===== src/rtl/apb_slave_ws.sv =====
// APB slave front-end with programmable wait states for timer-class peripherals.
// Decodes NUM_REGS word registers. A write to a register flagged in RO_MASK is an error.
// The setup-phase decode is latched. A transfer whose psel drops mid-access is abandoned.
// A saturating 8-bit counter records error responses.
// Optional feature macro APB_STRB_EN adds the tim_pstrb port.
// Without the macro, writes latch all-ones byte enables.
module apb_slave_ws #(
  parameter int unsigned          ADDR_W      = 12,
  parameter int unsigned          DATA_W      = 32,
  parameter int unsigned          NUM_REGS    = 8,
  parameter int unsigned          WAIT_CYCLES = 0,
  parameter logic [NUM_REGS-1:0]  RO_MASK     = '0,
  localparam int unsigned         IDX_W       = (NUM_REGS > 1) ? $clog2(NUM_REGS) : 1,
  localparam int unsigned         STRB_W      = DATA_W / 8
) (
  input  logic                sys_clk,
  input  logic                sys_rst_n,
  input  logic                tim_psel,
  input  logic                tim_penable,
  input  logic                tim_pwrite,
  input  logic [ADDR_W-1:0]   tim_paddr,
  input  logic [DATA_W-1:0]   tim_pwdata,
`ifdef APB_STRB_EN
  input  logic [STRB_W-1:0]   tim_pstrb,
`endif
  output logic [DATA_W-1:0]   tim_prdata,
  output logic                tim_pready,
  output logic                tim_pslverr,
  output logic                wr_en,
  output logic                rd_en,
  output logic [IDX_W-1:0]    reg_idx,
  output logic [DATA_W-1:0]   wr_data,
  output logic [STRB_W-1:0]   wr_strb,
  input  logic [DATA_W-1:0]   rd_data,
  input  logic                err_clr,
  output logic [7:0]          err_cnt
);

  typedef enum logic [0:0] {StIdle, StAccess} state_e;

  state_e              state_q;
  logic [3:0]          wait_q;
  logic                write_q;
  logic                valid_q;
  logic [IDX_W-1:0]    reg_idx_q;
  logic [DATA_W-1:0]   wr_data_q;
  logic [STRB_W-1:0]   wr_strb_q;
  logic [7:0]          err_cnt_q, err_cnt_d;

  // Setup-phase address decode
  logic [IDX_W-1:0]    addr_idx;
  logic [ADDR_W-1:0]   addr_hi;
  logic [NUM_REGS-1:0] ro_sh;
  logic                addr_ok;
  logic                setup_valid;

  assign addr_idx = tim_paddr[IDX_W+1:2];
  assign addr_hi  = tim_paddr >> (IDX_W + 2);
  // Shift rather than index so an out-of-range idx never selects past the mask
  assign ro_sh    = RO_MASK >> addr_idx;
  assign addr_ok  = (tim_paddr[1:0] == 2'b00) && (addr_hi == '0) &&
                    ({{(32 - IDX_W){1'b0}}, addr_idx} < NUM_REGS);

`ifdef APB_STRB_EN
  // APB4: reads must not carry byte strobes
  assign setup_valid = addr_ok && (tim_pwrite ? !ro_sh[0] : (tim_pstrb == '0));
`else
  assign setup_valid = addr_ok && (!tim_pwrite || !ro_sh[0]);
`endif

  // FSM: latch setup decode, count wait states, return to idle on completion or abort
  always_ff @(posedge sys_clk or negedge sys_rst_n) begin
    if (!sys_rst_n) begin
      state_q   <= StIdle;
      wait_q    <= '0;
      write_q   <= 1'b0;
      valid_q   <= 1'b0;
      reg_idx_q <= '0;
      wr_data_q <= '0;
      wr_strb_q <= '0;
      err_cnt_q <= '0;
    end else begin
      err_cnt_q <= err_cnt_d;
      unique case (state_q)
        StIdle: begin
          if (tim_psel && !tim_penable) begin
            write_q   <= tim_pwrite;
            valid_q   <= setup_valid;
            reg_idx_q <= addr_idx;
            wr_data_q <= tim_pwdata;
`ifdef APB_STRB_EN
            wr_strb_q <= tim_pstrb;
`else
            if (tim_pwrite) wr_strb_q <= '1;
`endif
            wait_q    <= 4'(WAIT_CYCLES);
            state_q   <= StAccess;
          end
        end
        StAccess: begin
          if (!tim_psel) begin
            state_q <= StIdle;
          end else if (tim_penable) begin
            if (wait_q != 4'd0) wait_q  <= wait_q - 4'd1;
            else                state_q <= StIdle;
          end
        end
        default: state_q <= StIdle;
      endcase
    end
  end

  // Completion and protocol-error responses; all forced low while in reset
  always_comb begin
    tim_pready  = 1'b0;
    tim_pslverr = 1'b0;
    wr_en       = 1'b0;
    rd_en       = 1'b0;
    tim_prdata  = '0;
    if (sys_rst_n && tim_psel && tim_penable) begin
      if (state_q == StIdle) begin
        // Enable without a preceding setup phase
        tim_pready  = 1'b1;
        tim_pslverr = 1'b1;
      end else if (wait_q == 4'd0) begin
        tim_pready = 1'b1;
        if (!valid_q) begin
          tim_pslverr = 1'b1;
        end else if (write_q) begin
          wr_en = 1'b1;
        end else begin
          rd_en      = 1'b1;
          tim_prdata = rd_data;
        end
      end
    end
  end

  // Saturating error counter; clear wins over history but not over a same-cycle error
  always_comb begin
    err_cnt_d = err_cnt_q;
    if (err_clr) begin
      err_cnt_d = tim_pslverr ? 8'd1 : 8'd0;
    end else if (tim_pslverr && (err_cnt_q != 8'hFF)) begin
      err_cnt_d = err_cnt_q + 8'd1;
    end
  end

  assign reg_idx = reg_idx_q;
  assign wr_data = wr_data_q;
  assign wr_strb = wr_strb_q;
  assign err_cnt = err_cnt_q;

endmodule


===== config.mk =====
export PLATFORM = sky130hd
export DESIGN_NAME = apb_slave_ws
export DESIGN_NICKNAME = d
export VERILOG_FILES = /design/src/rtl/apb_slave_ws.sv
export SDC_FILE = /design/constraint.sdc
export NUM_CORES = 1
export LEC_CHECK = 0
export ABC_AREA = 1
export CORE_MARGIN = 2
export CORE_UTILIZATION = 38
export DETAILED_ROUTE_END_ITERATION = 12
export HOLD_SLACK_MARGIN = 0.1
export MAX_ROUTING_LAYER = met4
export PLACE_DENSITY_LB_ADDON = 0.15
export RECOVER_POWER = 100
export SKIP_CTS_REPAIR_TIMING = 1
export SLEW_MARGIN = 20
export SYNTH_ARGS = -nofsm -noshare
export SYNTH_HDL_FRONTEND = slang
export SYNTH_SLANG_ARGS = --single-unit

===== constraint.sdc =====
create_clock -name sys_clk -period 1.9 [get_ports sys_clk]
set_clock_uncertainty 0.1 [all_clocks]
set_input_delay 0.38 -clock sys_clk [delete_from_list [all_inputs] [get_ports sys_clk]]
set_output_delay 0.38 -clock sys_clk [all_outputs]
set_load 0.05 [all_outputs]

==> metrics.csv, run 1 <==
stage,metric,value,unit
outcome,status,finished with violations,
outcome,violations,negative setup slack,
drt,firstDrtPassIters,4,
die,start_util,0.3953,
power_and_ir_drop,ir_drop,0.0005857,V
worst_setup_path,crit_buf_inv,3,
final_layout,syn_to_final_growth,89.77,%
power_and_ir_drop,p_per_area,791.1,nW/um2
placement,dp_slack,-0.2937,ns
drt,viasPerCell,4.502,
timing,worst_slew_pin_slew,1.258,ns
clock_tree,htree_levels,2,
placement,placed_cell_area,4986,um2
drt,ant_nets,0,
synth,synthCells,360,
final_layout,nets,620,
timing,finalMaxSlewViolations,0,
final_layout,finalNonFillerCells,633,
synth,synth-edff-count,0,
die,pin_count,165,
timing,setup_viol,36,
clock_tree,clk_pin_slew,0.09,ns
final_layout,final_area,5152,um2
placement,dp.final_hpwl,6.522,mm
synth,yosys_warnings,0,
die,die_width,88.53,um
worst_setup_path,startpoint,wait_q[0],
hold_path,hold_class,in -> reg,
final_layout,antenna_cells,0,
worst_setup_path,crit_path_max_incr_delay,0.39,ns
drt,dr_total_vias,2850,
placement,port_buffers,164,
die,rows,30,
die,coreArea,6869,um2
power_and_ir_drop,p_leak,2.506,nW
timing,rsz0062_at_grt,yes,
clock_tree,cts-root-buf,clkbuf_8,
clock_tree,cts_max_path_buffers,2,
synth,ys_types,25,
synth,synth_area_leaders,"dfrtp_1, nand2_1, nor2_2",
synth,synthArstFlopShare,1.000,
drt,drt_iter0_markers,184,
final_layout,multi_input_area,1369,um2
clock_tree,cts_buffers,5,
synth,syn-num-nets,444,
placement,dp.cells,625,
worst_setup_path,arrival,1.69,ns
synth,synth-seq-cells,51,
worst_setup_path,worstPathMaxFanout,21,
placement,place_congestion,0.7948,
final_layout,final_cell_mix,"nand2_1, clkdlybuf4s50_1, buf_4, dfrtp_1, inv_1",
global_routing,grt_pass1_wl,12.80,mm
global_routing,grt_usage,0.2154,
timing,fin_crit,2.165,ns
final_layout,seqCellArea,1276,um2
global_routing,grt_pass1_vias,2814,
final_layout,drive_above_1_share,0.3091,
timing,period_share,1.140,
worst_setup_path,startpoint_type,flip-flop,
worst_setup_path,crit_path_end_kind,output port,
worst_setup_path,critPathKind,reg -> out,
power_and_ir_drop,total_power,4.076,mW
drt,drt-total-wl,8.186,mm
timing,timing.fmax,461.8,MHz
synth,synth_ff_type,dfrtp_1,
die,die_area,7838,um2
synth,synth_top_area_cell,dfrtp_1,
global_routing,overflow,0,
hold_path,worstHoldStart,tim_penable,
final_layout,final_common_cell,nand2_1,
drt,post_drt_wl_per_cell,12.93,um
synth,synth_area,2715,um2
timing,hold_viol_final,0,
flow_run,timing.max_cap.violations,0,
worst_setup_path,path_cells,inv_2 -> ha_4 -> nand2_4 -> nor2_4 -> nand3_4 -> buf_12 -> nor2_4 -> buf_12,
clock_tree,clock_latency,0.30,ns
die,die_h,88.53,um
timing,relSlewSlack,0.1614,
timing,setup_slack,-0.2654,ns
drt,drc,0,
worst_setup_path,critPathTopFamily,buffers and inverters,
synth,synth_seq_area_share,0.4700,
clock_tree,cts_tree,done,
timing,fin_setup_tns,-7.957,ns
synth,synth_area_per_cell,7.542,um2
global_routing,grt_max_degree,52,
worst_setup_path,cp_slowest_cell,dfrtp_1,
synth,yosysTopAreaCellShare,0.4700,
clock_tree,clock-sinks,51,
worst_setup_path,r2r-start,wait_q[0],
worst_setup_path,required,1.42,ns
global_routing,antenna_found_initial,0,
final_layout,n_fill_cell,502,
## flip-flops by register name, indices dropped and copies added, names as in the netlist
| signal | flops |
|---|---|
| wait_q | 4 |
| wr_data | 32 |
| state_q | 1 |
| write_q | 1 |
| err_cnt | 8 |
| valid_q | 1 |
| reg_idx | 3 |
| wr_strb | 1 |
## per-layer routing
metal	wire length, um	up-vias	global-route usage
li1	-	1415	-
met1	3238	1296	0.2512
met2	4168	132	0.3807
met3	702	7	0.04571
met4	76	0	0.04959
met5	0	-	-
## worst paths after layout
| check | to | slack, ns | cells past startpoint |
|---|---|---|---|
| worst max-delay path | tim_prdata[21] | -0.27 | 8 |
| worst min-delay path | state_q | 0.33 | 3 |
| worst max register to register | err_cnt[7] | 0.24 | 9 |
| worst min register to register | wr_data[20] | 0.39 | 2 |
| max in group asynchronous | wait_q[2] | 0.52 | 2 |
| min in group asynchronous | wr_data[10] | 0.43 | 2 |
## layout make-up
class | instances | area share
clock inverter | 2 | 0.003157
multi-input combinational | 242 | 0.2657
timing repair buffer | 183 | 0.4048
clock buffer | 6 | 0.01603
inverter | 53 | 0.03934
tap | 96 | 0.02331
sequential | 51 | 0.2477
## report_power, final
group | leakage (nW) | total, mW | switching, mW | internal [mW]
Combinational | 1.81 | 1.98 | 1.24 | 0.738
Clock | 0.0474 | 0.665 | 0.367 | 0.298
Sequential | 0.645 | 1.43 | 0.136 | 1.30
## Yosys cell counts, types with 3 or more instances
cell       n
nand3_1   17
buf_2      6
o21ai_0    5
inv_1     50
dfrtp_1   51
nand2_1  147
inv_2      3
nor2_2    32
nor2_1    20
buf_4      4
buf_6      4
nand3_4    3
## cell families after synthesis
family,count (synthesis),share of synthesized area
and+or+nand+nor,226,0.3747
buffers and inverters,67,0.1120
DFF,51,0.4700
AOI/OAI and AO/OA,10,0.02120
xor gates and xnor gates,4,0.01291
adders and majority gates,2,0.009215
## metrics by stage
stage                     utilization  hold slack, ns
after global routing           0.7501          0.3361
after global placement         0.7259          0.3654
after floorplan                     -        -0.01559
after detailed placement       0.7259          0.3670
after CTS                      0.7403          0.1420
final                          0.7501          0.3265
## worst register-to-register path: stages, from the launching register on
cell     delay [ns]
dfrtp_1        0.39
inv_2          0.08
ha_4           0.15
buf_4          0.11
nand3_1        0.16
nand2_1        0.18
nand3_4        0.16
nand2_4        0.15
nand2_1        0.07
nand2_1        0.06
Power figures use the tool's default switching activity.
==> run 2: changes to the inputs <==
- CORE_UTILIZATION: 38 -> 39
- CTS_BUF_LIST: not set -> sky130_fd_sc_hd__clkbuf_4
- CTS_CLUSTER_DIAMETER: not set -> 30
==> run 2 against run 1 <==
  * The flow still finishes with violations (negative setup slack)
  * Sequential share of layout area decreased by 0.16 points
  * Routed wire length increased by 2.6%
  * Sequential power about the same
  * Global-route usage increased by 0.64 points
  * Fmax decreased by 4.0%
  * Highest routed layer unchanged
==> metrics.csv, run 2 (same netlist as run 1, synthesis figures left out) <==
stage,metric,value,unit,change
clock_tree,htree_levels,2,,unchanged
hold_path,hold_class,in -> reg,,unchanged
clock_tree,clk_pin_slew,0.14,ns,was 0.09 ns
worst_setup_path,reg2reg_to,write_q,,was err_cnt[7]
final_layout,final_cell_mix,"nand2_1, clkdlybuf4s50_1, buf_4, dfrtp_1, inv_1",,unchanged
worst_setup_path,crit_path_end_kind,output port,,unchanged
clock_tree,cts_max_path_buffers,2,,unchanged
drt,dr_total_vias,2883,,was 2850
worst_setup_path,cp-endpoint,tim_prdata[7],,was tim_prdata[21]
worst_setup_path,r2r_cells,7,,was 9
timing,relSlewSlack,0.2574,,was 0.1614
timing,setup_slack,-0.3549,ns,was -0.2654 ns
die,die_width,87.44,um,was 88.53 um
global_routing,antenna_found_initial,0,,unchanged
die,die_area,7645,um2,was 7838 um2
power_and_ir_drop,p_leak,2.558,nW,was 2.506 nW
drt,ant_nets,0,,unchanged
worst_setup_path,startpoint_type,flip-flop,,unchanged
timing,hold_viol_final,0,,unchanged
die,coreArea,6756,um2,was 6869 um2
timing,rsz0062_at_grt,yes,,unchanged
global_routing,grt_pass1_vias,2849,,was 2814
outcome,violations,negative setup slack,,unchanged
timing,period_share,1.187,,was 1.140
outcome,status,finished with violations,,unchanged
final_layout,drive_above_1_share,0.3157,,was 0.3091
clock_tree,cts_buffers,5,,unchanged
die,start_util,0.4019,,was 0.3953
placement,placed_cell_area,4971,um2,was 4986 um2
worst_setup_path,worstPathMaxFanout,8,,was 21
power_and_ir_drop,ir_drop,0.0006672,V,was 0.0005857 V
worst_setup_path,arrival,1.77,ns,was 1.69 ns
clock_tree,clock_latency,0.36,ns,was 0.30 ns
worst_setup_path,r2r-start,state_q,,was wait_q[0]
clock_tree,cts_tree,done,,unchanged
placement,dp.final_hpwl,6.532,mm,was 6.522 mm
global_routing,grt_max_degree,52,,unchanged
final_layout,fin_util,0.7676,,was 0.7501
drt,drc,0,,unchanged
timing,fin_setup_tns,-11.81,ns,was -7.957 ns
global_routing,grt_usage,0.2218,,was 0.2154
worst_setup_path,critPathKind,reg -> out,,unchanged
die,die_h,87.44,um,was 88.53 um
clock_tree,clock-sinks,51,,unchanged
global_routing,grt_pass1_wl,13.05,mm,was 12.80 mm
worst_setup_path,startpoint,wait_q[0],,unchanged
final_layout,largest_register_ffs,32,,unchanged
drt,drt_iter0_markers,91,,was 184
worst_setup_path,required,1.42,ns,about the same
final_layout,nets,631,,was 620
final_layout,antenna_cells,0,,unchanged
die,rows,30,,unchanged
clock_tree,cts-root-buf,clkbuf_4,,was clkbuf_8
drt,firstDrtPassIters,4,,unchanged
global_routing,overflow,0,,unchanged
final_layout,final_area,5186,um2,was 5152 um2
worst_setup_path,rrSetupSlack,0.12,ns,was 0.24 ns
timing,fin_crit,2.255,ns,was 2.165 ns
flow_run,timing.max_cap.violations,0,,unchanged
placement,place_congestion,0.8570,,was 0.7948
drt,drt-total-wl,8.395,mm,was 8.186 mm
die,pin_count,165,,unchanged
timing,worst_slew_pin_slew,1.114,ns,was 1.258 ns
final_layout,final_common_cell,nand2_1,,unchanged
timing,finalMaxSlewViolations,0,,unchanged
drt,post_drt_wl_per_cell,13.37,um,was 12.93 um
drt,viasPerCell,4.591,,was 4.502
power_and_ir_drop,p_per_area,824.9,nW/um2,was 791.1 nW/um2
timing,setup_viol,36,,unchanged
final_layout,syn_to_final_growth,91.01,%,was 89.77%
timing,timing.fmax,443.5,MHz,was 461.8 MHz
placement,port_buffers,164,,unchanged
run 2: power by group:
group,total [mW],switching [mW],internal (mW)
Clock,0.750,0.341,0.409
Sequential,1.44,0.145,1.30
Combinational,2.09,1.27,0.812
Total,4.28,1.76,2.52
run 2: stage by stage:
stage | instances | power, mW | hold WS [ns] | setup WS (ns)
2_1_floorplan | 360 | 2.573 | -0.01559 | -0.2047
3_3_place_gp | 613 | 3.290 | 0.3628 | -0.3336
3_5_place_dp | 613 | 3.353 | 0.3660 | -0.3814
4_1_cts | 621 | 4.112 | 0.03996 | -0.5240
5_1_grt | 628 | 4.498 | 0.1855 | -0.4488
6_report | 628 | 4.278 | 0.1798 | -0.3549
run 2: area by class of cell:
class                   instances  area, um2
clock buffers                   5      37.54
fillers                       475       1570
clock inverters                 3      67.56
well taps                      80      100.1
multi-input cells             242       1354
repair buffers                194       2146
inverters                      53      205.2
flip-flops and latches         51       1276
run 2: how the worst min path moves through the flow:
stage,depth (start not counted),end,slack [ns],from
final,2,state_q,0.18,tim_penable
after floorplan,0,err_cnt[0],-0.02,sys_rst_n
after detailed placement,2,wr_data[18],0.37,wr_data[18]
after global placement,2,wr_data[3],0.36,wr_data[3]
after global routing,2,state_q,0.19,tim_penable
after CTS,2,reg_idx[2],0.04,sys_rst_n
run 2: layer usage:
metal	GRT usage	vias up	part of all wire
met2	0.3788	125	0.51
met1	0.2667	1311	0.40
met5	-	-	0
met4	0.05734	0	0.012
met3	0.04645	13	0.073
li1	-	1434	-
run 2: critical path: stages, from the launching register on:
cell	delay (ns)
dfrtp_1	0.40
inv_2	0.09
ha_4	0.16
nand2_4	0.06
nor2_4	0.10
nand3_4	0.13
clkbuf_16	0.22
nor2_4	0.11
buf_12	0.14
==> run 3: changes to the inputs <==
- MAX_ROUTING_LAYER: met4 -> not set
==> run 3 against run 2 <==
  * The flow still finishes with violations (negative setup slack)
  * Flip-flop and latch count did not move
  * Cell count did not move
  * Sequential power barely moved
  * Critical endpoint unchanged
  * Combinational power barely moved
  * Largest cell class unchanged
  * Sequential share of layout area did not move
==> metrics.csv, run 3 (same netlist as run 1, synthesis figures left out) <==
stage,metric,value,unit,change
outcome,status,finished with violations,,unchanged
outcome,violations,negative setup slack,,unchanged
global_routing,grt_use_met3,0.05687,,was 0.04645
die,coreArea,6756,um2,unchanged
final_layout,antenna_cells,0,,unchanged
drt,firstDrtPassIters,4,,unchanged
worst_setup_path,arrival,1.77,ns,about the same
global_routing,grt_pass1_vias,2843,,was 2849
worst_setup_path,critPathKind,reg -> out,,unchanged
die,rows,30,,unchanged
die,start_util,0.4019,,unchanged
final_layout,largest_register_ffs,32,,unchanged
final_layout,drive_above_1_share,0.3157,,unchanged
final_layout,nets,631,,unchanged
clock_tree,cts_buffers,5,,unchanged
clock_tree,htree_levels,2,,unchanged
timing,worst_slew_pin_slew,1.123,ns,was 1.114 ns
worst_setup_path,crit_path_max_incr_delay,0.40,ns,about the same
power_and_ir_drop,internal_power,2.517,mW,was 2.518 mW
clock_tree,cts_tree,done,,unchanged
worst_setup_path,startpoint,wait_q[0],,unchanged
die,pin_count,165,,unchanged
die,die_h,87.44,um,unchanged
final_layout,final_common_cell,nand2_1,,unchanged
timing,hold_viol_final,0,,unchanged
final_layout,multi_input_area,1354,um2,unchanged
placement,port_buffers,164,,unchanged
hold_path,worstHoldStart,tim_penable,,unchanged
power_and_ir_drop,p_per_area,825.1,nW/um2,was 824.9 nW/um2
power_and_ir_drop,total_power,4.279,mW,was 4.278 mW
timing,setup_viol,36,,unchanged
worst_setup_path,path_cells,inv_2 -> ha_4 -> nand2_4 -> nor2_4 -> nand3_4 -> clkbuf_16 -> nor2_4 -> buf_12,,unchanged
drt,dr_total_vias,2862,,was 2883
placement,dp_slack,-0.3814,ns,unchanged
worst_setup_path,cp_slowest_cell,dfrtp_1,,unchanged
flow_run,timing.max_cap.violations,0,,unchanged
drt,ant_nets,0,,unchanged
timing,relSlewSlack,0.2514,,was 0.2574
worst_setup_path,required,1.42,ns,about the same
timing,rsz0062_at_grt,yes,,unchanged
worst_setup_path,critPathTopFamily,buffers and inverters,,unchanged
timing,timing.fmax,443.8,MHz,was 443.5 MHz
global_routing,busiest_layer,met2,,unchanged
drt,drt_iter0_markers,86,,was 91
drt,post_drt_wl_per_cell,13.38,um,was 13.37 um
worst_setup_path,startpoint_type,flip-flop,,unchanged
power_and_ir_drop,p_comb_frac,0.487,,was 0.488
clock_tree,clock-sinks,51,,unchanged
timing,period_share,1.186,,was 1.187
power_and_ir_drop,net-switching-power,1.762,mW,was 1.760 mW
power_and_ir_drop,clkPwrFrac,0.176,,was 0.175
global_routing,grt_pass1_wl,13.08,mm,was 13.05 mm
clock_tree,clk_pin_slew,0.14,ns,about the same
clock_tree,cts_max_path_buffers,2,,unchanged
timing,fin_crit,2.253,ns,was 2.255 ns
global_routing,grt_max_degree,52,,unchanged
worst_setup_path,r2r-start,state_q,,unchanged
clock_tree,clock_latency,0.37,ns,was 0.36 ns
worst_setup_path,crit_buf_inv,3,,unchanged
die,die_width,87.44,um,unchanged
power_and_ir_drop,ir_drop,0.0006656,V,was 0.0006672 V
global_routing,grt_usage,0.2159,,was 0.2218
global_routing,antenna_found_initial,0,,unchanged
clock_tree,cts-root-buf,clkbuf_4,,unchanged
global_routing,grt_use_met2,0.3767,,was 0.3788
worst_setup_path,rrSetupSlack,0.11,ns,was 0.12 ns
worst_setup_path,crit_path_end_kind,output port,,unchanged
power_and_ir_drop,swShare,0.4118,,was 0.4114
worst_setup_path,cp_common_cell,nor2_4,,unchanged
timing,setup_slack,-0.3534,ns,was -0.3549 ns
power_and_ir_drop,p_leak,2.558,nW,unchanged
hold_path,hold_class,in -> reg,,unchanged
global_routing,use_met1,0.2631,,was 0.2667
global_routing,overflow,0,,unchanged
drt,drt-total-wl,8.402,mm,was 8.395 mm
final_layout,n_fill_cell,475,,unchanged
drt,viasPerCell,4.557,,was 4.591
placement,place_congestion,0.8438,,was 0.8570
final_layout,seqCellArea,1276,um2,unchanged
final_layout,syn_to_final_growth,91.01,%,unchanged
power_and_ir_drop,p_seq_frac,0.337,,about the same
worst_setup_path,worstPathMaxFanout,8,,unchanged
drt,drc,0,,unchanged
die,die_area,7645,um2,unchanged
timing,finalMaxSlewViolations,0,,unchanged
final_layout,final_cell_mix,"nand2_1, clkdlybuf4s50_1, buf_4, dfrtp_1, inv_1",,unchanged
placement,dp.final_hpwl,6.532,mm,unchanged
[run 3: cell counts in the layout (fill, tap and decap cells not counted)]
Identical to the previous run, type by type.
[run 3: final cells by class]
| class | instances | share of cell area |
|---|---|---|
| clock inverters | 3 | 0.01303 |
| clock buffers | 5 | 0.007238 |
| inverters | 53 | 0.03957 |
| well taps | 80 | 0.01930 |
| flip-flops and latches | 51 | 0.2461 |
| multi-input cells | 242 | 0.2610 |
| repair buffers | 194 | 0.4138 |
[run 3: path summary, 6_finish.rpt]
path	endpoint	depth (start not counted)
worst min register to register	wr_data[18]	2
min in group asynchronous	wr_data[7]	3
worst min-delay path	state_q	2
max in group asynchronous	wr_data[1]	3
worst max-delay path	tim_prdata[7]	8
worst max register to register	write_q	7
[run 3: power groups by stage]
stage | sequential [mW] | clock (mW) | combinational [mW]
2_1_floorplan | 2.05 | 0 | 0.525
3_3_place_gp | 1.44 | 0 | 1.85
3_5_place_dp | 1.45 | 0 | 1.91
4_1_cts | 1.43 | 0.771 | 1.91
5_1_grt | 1.47 | 0.811 | 2.22
6_report | 1.44 | 0.753 | 2.09
[run 3: layer usage]
layer / up-vias / wire (um)
met3: 13 / 682
met1: 1292 / 3322
met4: 0 / 99
met5: - / 0
li1: 1431 / -
met2: 126 / 4297
[run 3: metrics by stage]
step	cells	util	hold slack (ns)	TNS, ns	instance area, um2
2_1_floorplan	360	-	-0.01559	-0.7211	2887
5_1_grt	628	0.7676	0.1855	-15.42	5186
3_5_place_dp	613	0.7357	0.3660	-9.737	4971
3_3_place_gp	613	0.7357	0.3628	-8.696	4971
4_1_cts	621	0.7513	0.03996	-14.50	5076
6_report	628	0.7676	0.1791	-11.76	5186
